## src/rtl/dram_arbiter_pkg.sv

```systemverilog
// Shared types and constants for the two-requester DRAM user-port arbiter.
// Contents:
//   NUM_REQ  number of requesters sharing the port
//   state_t  arbiter FSM states
//   op_t     latched command type of the transaction in flight
package dram_arbiter_pkg;

  localparam int unsigned NUM_REQ = 2;

  typedef enum logic [1:0] {
    IDLE,
    ISSUE,
    WAIT_READ,
    DONE
  } state_t;

  typedef enum logic {
    OP_READ,
    OP_WRITE
  } op_t;

endpackage

```

## src/rtl/dram_arb_rr.sv

```systemverilog
// Two-way round-robin picker (purely combinational).
// Ports:
//   eligible     in   per-requester eligibility mask
//   last_grant   in   index of the most recently granted requester
//   grant_valid  out  at least one requester is eligible
//   grant_idx    out  requester to grant; on a tie, the one that did not win last
module dram_arb_rr
  import dram_arbiter_pkg::*;
(
  input  logic [NUM_REQ-1:0] eligible,
  input  logic               last_grant,
  output logic               grant_valid,
  output logic               grant_idx
);

  always_comb begin
    grant_valid = |eligible;
    grant_idx   = 1'b0;
    case (eligible)
      2'b01:   grant_idx = 1'b0;
      2'b10:   grant_idx = 1'b1;
      2'b11:   grant_idx = ~last_grant;
      default: grant_idx = 1'b0;
    endcase
  end

endmodule

```

## src/rtl/dram_arbiter.sv

```systemverilog
// Shares one DRAM user port between two requesters, one transaction at a time.
// Ports:
//   clock, reset              user clock; synchronous active-high reset
//   req_ren/req_wen           per-requester read/write request (read wins if both)
//   req_addr/wdata/wmask      per-requester command fields
//   req_ack                   one-cycle completion pulse to the owner
//   req_err                   with req_ack: 1 when the read timed out
//   req_rdata                 last captured read data
//   dram_ren/wen/addr/wdata/wmask   registered command to the DRAM
//   dram_user_busy            tied 0, read data is always taken
//   dram_init_calib_complete  no grants until calibration is done
//   dram_rdata/rdata_valid    read return path
//   dram_busy                 DRAM cannot accept a command this cycle
module dram_arbiter
  import dram_arbiter_pkg::*;
#(
  parameter int unsigned APP_ADDR_WIDTH = 28,
  parameter int unsigned APP_DATA_WIDTH = 128,
  parameter int unsigned APP_MASK_WIDTH = 16,
  parameter int unsigned TIMEOUT_CYCLES = 4096
) (
  input  logic                                     clock,
  input  logic                                     reset,
  input  logic [NUM_REQ-1:0]                       req_ren,
  input  logic [NUM_REQ-1:0]                       req_wen,
  input  logic [NUM_REQ-1:0][APP_ADDR_WIDTH-2:0]   req_addr,
  input  logic [NUM_REQ-1:0][APP_DATA_WIDTH-1:0]   req_wdata,
  input  logic [NUM_REQ-1:0][APP_MASK_WIDTH-1:0]   req_wmask,
  output logic [NUM_REQ-1:0]                       req_ack,
  output logic                                     req_err,
  output logic [APP_DATA_WIDTH-1:0]                req_rdata,
  output logic                                     dram_ren,
  output logic                                     dram_wen,
  output logic [APP_ADDR_WIDTH-2:0]                dram_addr,
  output logic [APP_DATA_WIDTH-1:0]                dram_wdata,
  output logic [APP_MASK_WIDTH-1:0]                dram_wmask,
  output logic                                     dram_user_busy,
  input  logic                                     dram_init_calib_complete,
  input  logic [APP_DATA_WIDTH-1:0]                dram_rdata,
  input  logic                                     dram_rdata_valid,
  input  logic                                     dram_busy
);

  localparam int unsigned CNT_W = $clog2(TIMEOUT_CYCLES);
  localparam logic [CNT_W-1:0] CNT_LAST = CNT_W'(TIMEOUT_CYCLES - 1);

  state_t           state;
  op_t              op;
  logic             owner;
  logic             last_grant;
  logic [CNT_W-1:0] cnt;
  logic [CNT_W-1:0] cnt_next;

  logic [NUM_REQ-1:0] eligible;
  logic               grant_valid;
  logic               grant_idx;

  assign eligible       = (req_ren | req_wen) & {NUM_REQ{dram_init_calib_complete}};
  assign cnt_next       = cnt + CNT_W'(1);
  assign dram_user_busy = 1'b0;

  dram_arb_rr u_rr (
    .eligible    (eligible),
    .last_grant  (last_grant),
    .grant_valid (grant_valid),
    .grant_idx   (grant_idx)
  );

  always_ff @(posedge clock) begin
    if (reset) begin
      state      <= IDLE;
      op         <= OP_READ;
      owner      <= 1'b0;
      last_grant <= 1'b1;
      cnt        <= '0;
      dram_ren   <= 1'b0;
      dram_wen   <= 1'b0;
      dram_addr  <= '0;
      dram_wdata <= '0;
      dram_wmask <= '0;
      req_ack    <= '0;
      req_err    <= 1'b0;
      req_rdata  <= '0;
    end else begin
      req_ack <= '0;
      unique case (state)
        IDLE: begin
          if (grant_valid) begin
            owner      <= grant_idx;
            last_grant <= grant_idx;
            // Read takes precedence when a requester raises both strobes.
            op         <= req_ren[grant_idx] ? OP_READ : OP_WRITE;
            dram_ren   <= req_ren[grant_idx];
            dram_wen   <= ~req_ren[grant_idx];
            dram_addr  <= req_addr[grant_idx];
            dram_wdata <= req_wdata[grant_idx];
            dram_wmask <= req_wmask[grant_idx];
            state      <= ISSUE;
          end
        end
        ISSUE: begin
          // Command and fields hold until a non-busy cycle accepts them.
          if (!dram_busy) begin
            dram_ren <= 1'b0;
            dram_wen <= 1'b0;
            if (op == OP_WRITE) begin
              req_ack[owner] <= 1'b1;
              req_err        <= 1'b0;
              state          <= DONE;
            end else begin
              cnt   <= '0;
              state <= WAIT_READ;
            end
          end
        end
        WAIT_READ: begin
          cnt <= cnt_next;
          if (dram_rdata_valid) begin
            req_rdata      <= dram_rdata;
            req_err        <= 1'b0;
            req_ack[owner] <= 1'b1;
            state          <= DONE;
          end else if (cnt_next == CNT_LAST) begin
            // Counter reaches its last value on this edge: the ack then lands
            // exactly TIMEOUT_CYCLES cycles after the read was accepted.
            req_err        <= 1'b1;
            req_ack[owner] <= 1'b1;
            state          <= DONE;
          end
        end
        DONE: begin
          req_err <= 1'b0;
          state   <= IDLE;
        end
        default: state <= IDLE;
      endcase
    end
  end

endmodule

```

## config.mk

```make
export PLATFORM = sky130hd
export DESIGN_NAME = dram_arbiter
export DESIGN_NICKNAME = d
export VERILOG_FILES = /design/src/rtl/dram_arbiter_pkg.sv /design/src/rtl/dram_arb_rr.sv /design/src/rtl/dram_arbiter.sv
export SDC_FILE = /design/constraint.sdc
export NUM_CORES = 1
export LEC_CHECK = 0
export ABC_AREA = 1
export CAP_MARGIN = 20
export CORE_AREA = 5 5 300 302
export CTS_CLUSTER_DIAMETER = 40
export DETAILED_ROUTE_END_ITERATION = 8
export DIE_AREA = 0 0 305 307
export PLACE_DENSITY = 0.48
export SLEW_MARGIN = 25
export SYNTH_ARGS = -nofsm -noshare
export SYNTH_HDL_FRONTEND = slang
export SYNTH_SLANG_ARGS = --single-unit
```

## constraint.sdc

```tcl
create_clock -name clock -period 2.04 [get_ports clock]
set_input_delay 0.306 -clock clock [delete_from_list [all_inputs] [get_ports clock]]
set_output_delay 0.306 -clock clock [all_outputs]
set_load 0.03 [all_outputs]
```

==> report_table.html <==
<table>
<tr><th>Metric</th><th>Value</th></tr>
<tr><th colspan="2">Outcome</th></tr>
<tr><td>Status</td><td>finished clean</td></tr>
<tr><th colspan="2">Detailed routing</th></tr>
<tr><td>Count of unresolved DRC violations after routing</td><td>0</td></tr>
<tr><td>Antenna-violating nets left</td><td>0</td></tr>
<tr><td>Via count</td><td>15300</td></tr>
<tr><td>Iter 0 DRT Violations</td><td>707</td></tr>
<tr><td>Initial DRT Pass Iterations</td><td>5</td></tr>
<tr><td>Routed length per placed instance</td><td>17.5 µm</td></tr>
<tr><td>Avg Vias per Cell</td><td>3.88</td></tr>
<tr><td>Total Wirelength</td><td>69200 µm</td></tr>
<tr><th colspan="2">Place</th></tr>
<tr><td>Count of port buffers added during placement</td><td>782</td></tr>
<tr><td>Post-place instance area</td><td>23400 µm²</td></tr>
<tr><td>Sum of net half-perimeters after detailed placement</td><td>53900 µm</td></tr>
<tr><td>Placer Congestion</td><td>0.820</td></tr>
<tr><td>Worst setup slack after placement</td><td>-234 ps</td></tr>
<tr><th colspan="2">Timing</th></tr>
<tr><td>Maximum operating frequency</td><td>0.509 GHz</td></tr>
<tr><td>Worst Max-Slew Pin Slew</td><td>542 ps</td></tr>
<tr><td>Worst-case setup margin in the final layout</td><td>74.2 ps</td></tr>
<tr><td>Number of hold violations in the final report</td><td>0</td></tr>
<tr><td>Worst hold slack after final layout</td><td>316 ps</td></tr>
<tr><td>Max-Slew Margin vs Limit</td><td>64.0%</td></tr>
<tr><td>Shortest clock period the worst path allows after layout</td><td>1970 ps</td></tr>
<tr><td>Final setup violation count</td><td>0</td></tr>
<tr><td>Max-slew violation count</td><td>0</td></tr>
<tr><td>Post-Route Skew</td><td>24.2 ps</td></tr>
<tr><td>Post-route setup TNS</td><td>0 ps</td></tr>
<tr><td>RSZ-0062 raised after global routing</td><td>false</td></tr>
<tr><td>Final cycle utilization of the critical path</td><td>96.4%</td></tr>
<tr><th colspan="2">Global route</th></tr>
<tr><td>Highest-utilization routing layer at the global route stage</td><td>met2</td></tr>
<tr><td>Pin count of the biggest net entering global routing</td><td>54</td></tr>
<tr><td>Antenna violations before repair</td><td>10</td></tr>
<tr><td>Global-route wire length before repair</td><td>100000 µm</td></tr>
<tr><td>Met3 track utilization from global routing</td><td>5.28%</td></tr>
<tr><td>Met2 layer usage reported by global route</td><td>23.6%</td></tr>
<tr><td>Met1 Track Usage GR</td><td>16.1%</td></tr>
<tr><td>GRT Overall Usage</td><td>14.1%</td></tr>
<tr><td>Gr ovfl total</td><td>0</td></tr>
<tr><td>Number of global-route vias before repair</td><td>15600</td></tr>
<tr><th colspan="2">Power and ir drop</th></tr>
<tr><td>Share of total power in sequential cells</td><td>25.0%</td></tr>
<tr><td>Power density of the placed cells</td><td>1390 nW/µm²</td></tr>
<tr><td>Static leakage power</td><td>11.4 nW</td></tr>
<tr><td>Clk network pwr share</td><td>36.8%</td></tr>
<tr><td>Peak supply drop</td><td>693 µV</td></tr>
<tr><td>Part of the power in combinational logic</td><td>38.2%</td></tr>
<tr><td>Pint</td><td>23.1 mW</td></tr>
<tr><td>Net switching power figure</td><td>13.5 mW</td></tr>
<tr><td>Switching Share</td><td>36.9%</td></tr>
<tr><th colspan="2">Cells and area</th></tr>
<tr><td>Fill cell total of the finished layout</td><td>9422</td></tr>
<tr><td>Final standard cell area without fillers</td><td>26300 µm²</td></tr>
<tr><td>Reg area</td><td>6430 µm²</td></tr>
<tr><td>Most frequent cells in the layout</td><td>sky130_fd_sc_hd__clkdlybuf4s50_1 (702), sky130_fd_sc_hd__nand2_1 (409), sky130_fd_sc_hd__dfxtp_1 (320), sky130_fd_sc_hd__nor2_1 (276), sky130_fd_sc_hd__inv_1 (191)</td></tr>
<tr><td>Most common cell after layout, fill and taps aside</td><td>sky130_fd_sc_hd__clkdlybuf4s50_1</td></tr>
<tr><td>Signed area change from the synthesized netlist to the final layout</td><td>94.6%</td></tr>
<tr><td>Fraction of layout instances using a drive strength above 1</td><td>9.44%</td></tr>
<tr><td>Layout net count</td><td>3193</td></tr>
<tr><td>Combined area of the multi-input logic cells</td><td>5790 µm²</td></tr>
<tr><th colspan="2">Synthesis</th></tr>
<tr><td>Post-synth net total</td><td>2366</td></tr>
<tr><td>Yosys warning count</td><td>0</td></tr>
<tr><td>Library cells used by synthesis</td><td>26</td></tr>
<tr><td>Top cell type by total area after synthesis</td><td>sky130_fd_sc_hd__dfxtp_1</td></tr>
<tr><td>Cells after Synth</td><td>1882</td></tr>
<tr><td>Post-synthesis sequential area ratio</td><td>47.6%</td></tr>
<tr><td>Synthesized area per cell</td><td>7.18 µm²</td></tr>
<tr><td>Number of synthesized register bits</td><td>321</td></tr>
<tr><td>Mapped cell area</td><td>13500 µm²</td></tr>
<tr><td>Largest cells by area after synthesis</td><td>sky130_fd_sc_hd__dfxtp_1 (48%), sky130_fd_sc_hd__nand2_1 (11%), sky130_fd_sc_hd__o211ai_1 (9.6%)</td></tr>
<tr><td>Share of the synthesized area in the top cell type</td><td>47.6%</td></tr>
<tr><th colspan="2">Setup path</th></tr>
<tr><td>Data arrival time at the worst-slack endpoint</td><td>1660 ps</td></tr>
<tr><td>Start point of the critical path</td><td>req_rdata[77]</td></tr>
<tr><td>Critical path startpoint category</td><td>flop</td></tr>
<tr><td>Critical Setup Path Class</td><td>reg -&gt; out</td></tr>
<tr><td>Ordered list of cells on the worst path</td><td>clkdlybuf4s50_1</td></tr>
<tr><td>Critical path's top delay family</td><td>buffers and inverters</td></tr>
<tr><td>Depth of the most critical reg-to-reg path</td><td>8</td></tr>
<tr><td>Crit. path cell count</td><td>1</td></tr>
<tr><td>Delay contributed by the slowest stage of the critical path</td><td>740 ps</td></tr>
<tr><td>Reg-to-reg endpoint</td><td>dram_wdata[103]</td></tr>
<tr><td>Crit path capture</td><td>req_rdata[77]</td></tr>
<tr><td>Critical path buffer and inverter count</td><td>1</td></tr>
<tr><td>Biggest fanout along the worst timing path</td><td>2</td></tr>
<tr><td>Slowest stage cell, crit path</td><td>sky130_fd_sc_hd__clkdlybuf4s50_1</td></tr>
<tr><td>Slack of the worst reg-to-reg path</td><td>160 ps</td></tr>
<tr><td>Endpoint type of the worst setup path</td><td>output port</td></tr>
<tr><td>Critical R2R Launch</td><td>state[0]</td></tr>
<tr><td>Critical path required time</td><td>1730 ps</td></tr>
<tr><th colspan="2">Floorplan</th></tr>
<tr><td>Standard-cell rows</td><td>109</td></tr>
<tr><td>Die outline width</td><td>305 µm</td></tr>
<tr><td>Initial cell density of the core</td><td>15.5%</td></tr>
<tr><td>Total die area</td><td>93600 µm²</td></tr>
<tr><td>Vert. Die Dim</td><td>307 µm</td></tr>
<tr><td>IO Pins</td><td>784</td></tr>
<tr><td>Core outline area</td><td>87400 µm²</td></tr>
<tr><th colspan="2">Clocking</th></tr>
<tr><td>Total of cells resized after clock tree synthesis</td><td>65</td></tr>
<tr><td>Clock latency on the worst-skew pair</td><td>610 ps</td></tr>
<tr><td>Number of buffers inserted to repair setup after CTS</td><td>0</td></tr>
<tr><td>Number of hold-repair buffers added at the cts stage</td><td>0</td></tr>
<tr><td>Clock input transition at the sequential cells of the worst setup and hold paths</td><td>40 ps</td></tr>
<tr><td>Clock H-tree levels</td><td>3</td></tr>
<tr><td>TritonCTS clock tree</td><td>yes</td></tr>
<tr><td>TritonCTS sink count</td><td>321</td></tr>
<tr><td>Clock Root Buffer</td><td>sky130_fd_sc_hd__clkbuf_16</td></tr>
<tr><td>CTS Buffer Depth</td><td>3</td></tr>
<tr><td>Number of buffers inserted during clock tree synthesis</td><td>80</td></tr>
<tr><th colspan="2">Job</th></tr>
<tr><td>Max Cap Viol</td><td>0</td></tr>
<tr><th colspan="2">Min path</th></tr>
<tr><td>Type of the worst min-delay path</td><td>in -&gt; reg</td></tr>
<tr><td>Cell count of the worst hold path</td><td>3</td></tr>
<tr><td>Worst min-delay path startpoint</td><td>dram_rdata[58]</td></tr>
</table>
==> worst min-delay path by stage <==
stage,endpoint,slack (ps)
2_1_floorplan,req_ack[0],410
3_3_place_gp,req_ack[0],430
3_5_place_dp,req_ack[0],430
4_1_cts,req_rdata[58],240
5_1_grt,req_rdata[83],290
6_report,req_rdata[58],320
==> Yosys cell counts <==
library cell,number
sky130_fd_sc_hd__a21boi_0,1
sky130_fd_sc_hd__a21oi_1,18
sky130_fd_sc_hd__a2bb2oi_1,1
sky130_fd_sc_hd__buf_1,9
sky130_fd_sc_hd__buf_2,33
sky130_fd_sc_hd__buf_4,2
sky130_fd_sc_hd__clkbuf_1,98
sky130_fd_sc_hd__clkinv_1,3
sky130_fd_sc_hd__conb_1,1
sky130_fd_sc_hd__dfxtp_1,321
sky130_fd_sc_hd__ha_1,5
sky130_fd_sc_hd__inv_1,193
sky130_fd_sc_hd__nand2_1,411
sky130_fd_sc_hd__nand2_2,1
sky130_fd_sc_hd__nand3_1,185
sky130_fd_sc_hd__nand3_2,1
sky130_fd_sc_hd__nand3b_1,3
sky130_fd_sc_hd__nand4_1,3
sky130_fd_sc_hd__nor2_1,277
sky130_fd_sc_hd__nor2_2,1
sky130_fd_sc_hd__nor2_4,1
sky130_fd_sc_hd__o211ai_1,172
sky130_fd_sc_hd__o21ai_0,130
sky130_fd_sc_hd__o21ai_1,8
sky130_fd_sc_hd__or2_2,3
sky130_fd_sc_hd__xor2_1,1
==> final cells by class <==
| type | instances | share of cell area (%) |
|---|---|---|
| multi-input combinational | 1223 | 22.0 |
| tap | 1165 | 5.55 |
| clock buffer | 114 | 9.02 |
| clock inverter | 33 | 1.97 |
| antenna | 6 | 0.0571 |
| timing repair buffer | 887 | 34.0 |
| inverter | 196 | 2.96 |
| sequential | 321 | 24.5 |
==> logic make-up (layout without fill, tap and decap cells) <==
kind of cell / Yosys count / in the layout / share of synthesized area [%]
other cells: 1 / 7 / 0.0278
xor+xnor: 1 / 1 / 0.0648
simple gates: 886 / 886 / 26.7
compound gates: 330 / 330 / 15.5
fa+ha+maj: 5 / 5 / 0.463
flops: 321 / 321 / 47.6
buf+inv: 338 / 1230 / 9.75
==> flip-flops by register name, summed over array words and instances (netlist names) <==
name,flops
last_grant,1
req_ack,2
dram_wen,1
req_err,1
dram_wmask,16
dram_addr,27
owner,1
op,1
dram_wdata,128
cnt,12
req_rdata,128
dram_ren,1
state,2
==> per-layer routing <==
layer	part of all wire, %	vias up
met5	0.017	-
met4	3.6	2
met3	8.1	134
met2	48	559
met1	41	6799
li1	-	7794
==> metrics by stage <==
step / total power [mW] / util, % / cells
after floorplan: 16.5 / - / 1882
final: 36.5 / 30.1 / 3945
after detailed placement: 23.5 / 26.8 / 3792
after global placement: 23.6 / 26.8 / 3792
after global routing: 38.5 / 30.1 / 3944
after CTS: 37.1 / 30.0 / 3939
==> power by group through the flow <==
stage	Sequential (mW)	Clock, mW	Combinational, mW
after CTS	9.13	13.9	14.1
final	9.11	13.5	14.0
after detailed placement	9.19	0	14.3
after floorplan	12.5	0	4.08
after global placement	9.23	0	14.3
after global routing	9.32	14.2	15.0
Note: power is estimated with default switching activity, not from simulation.
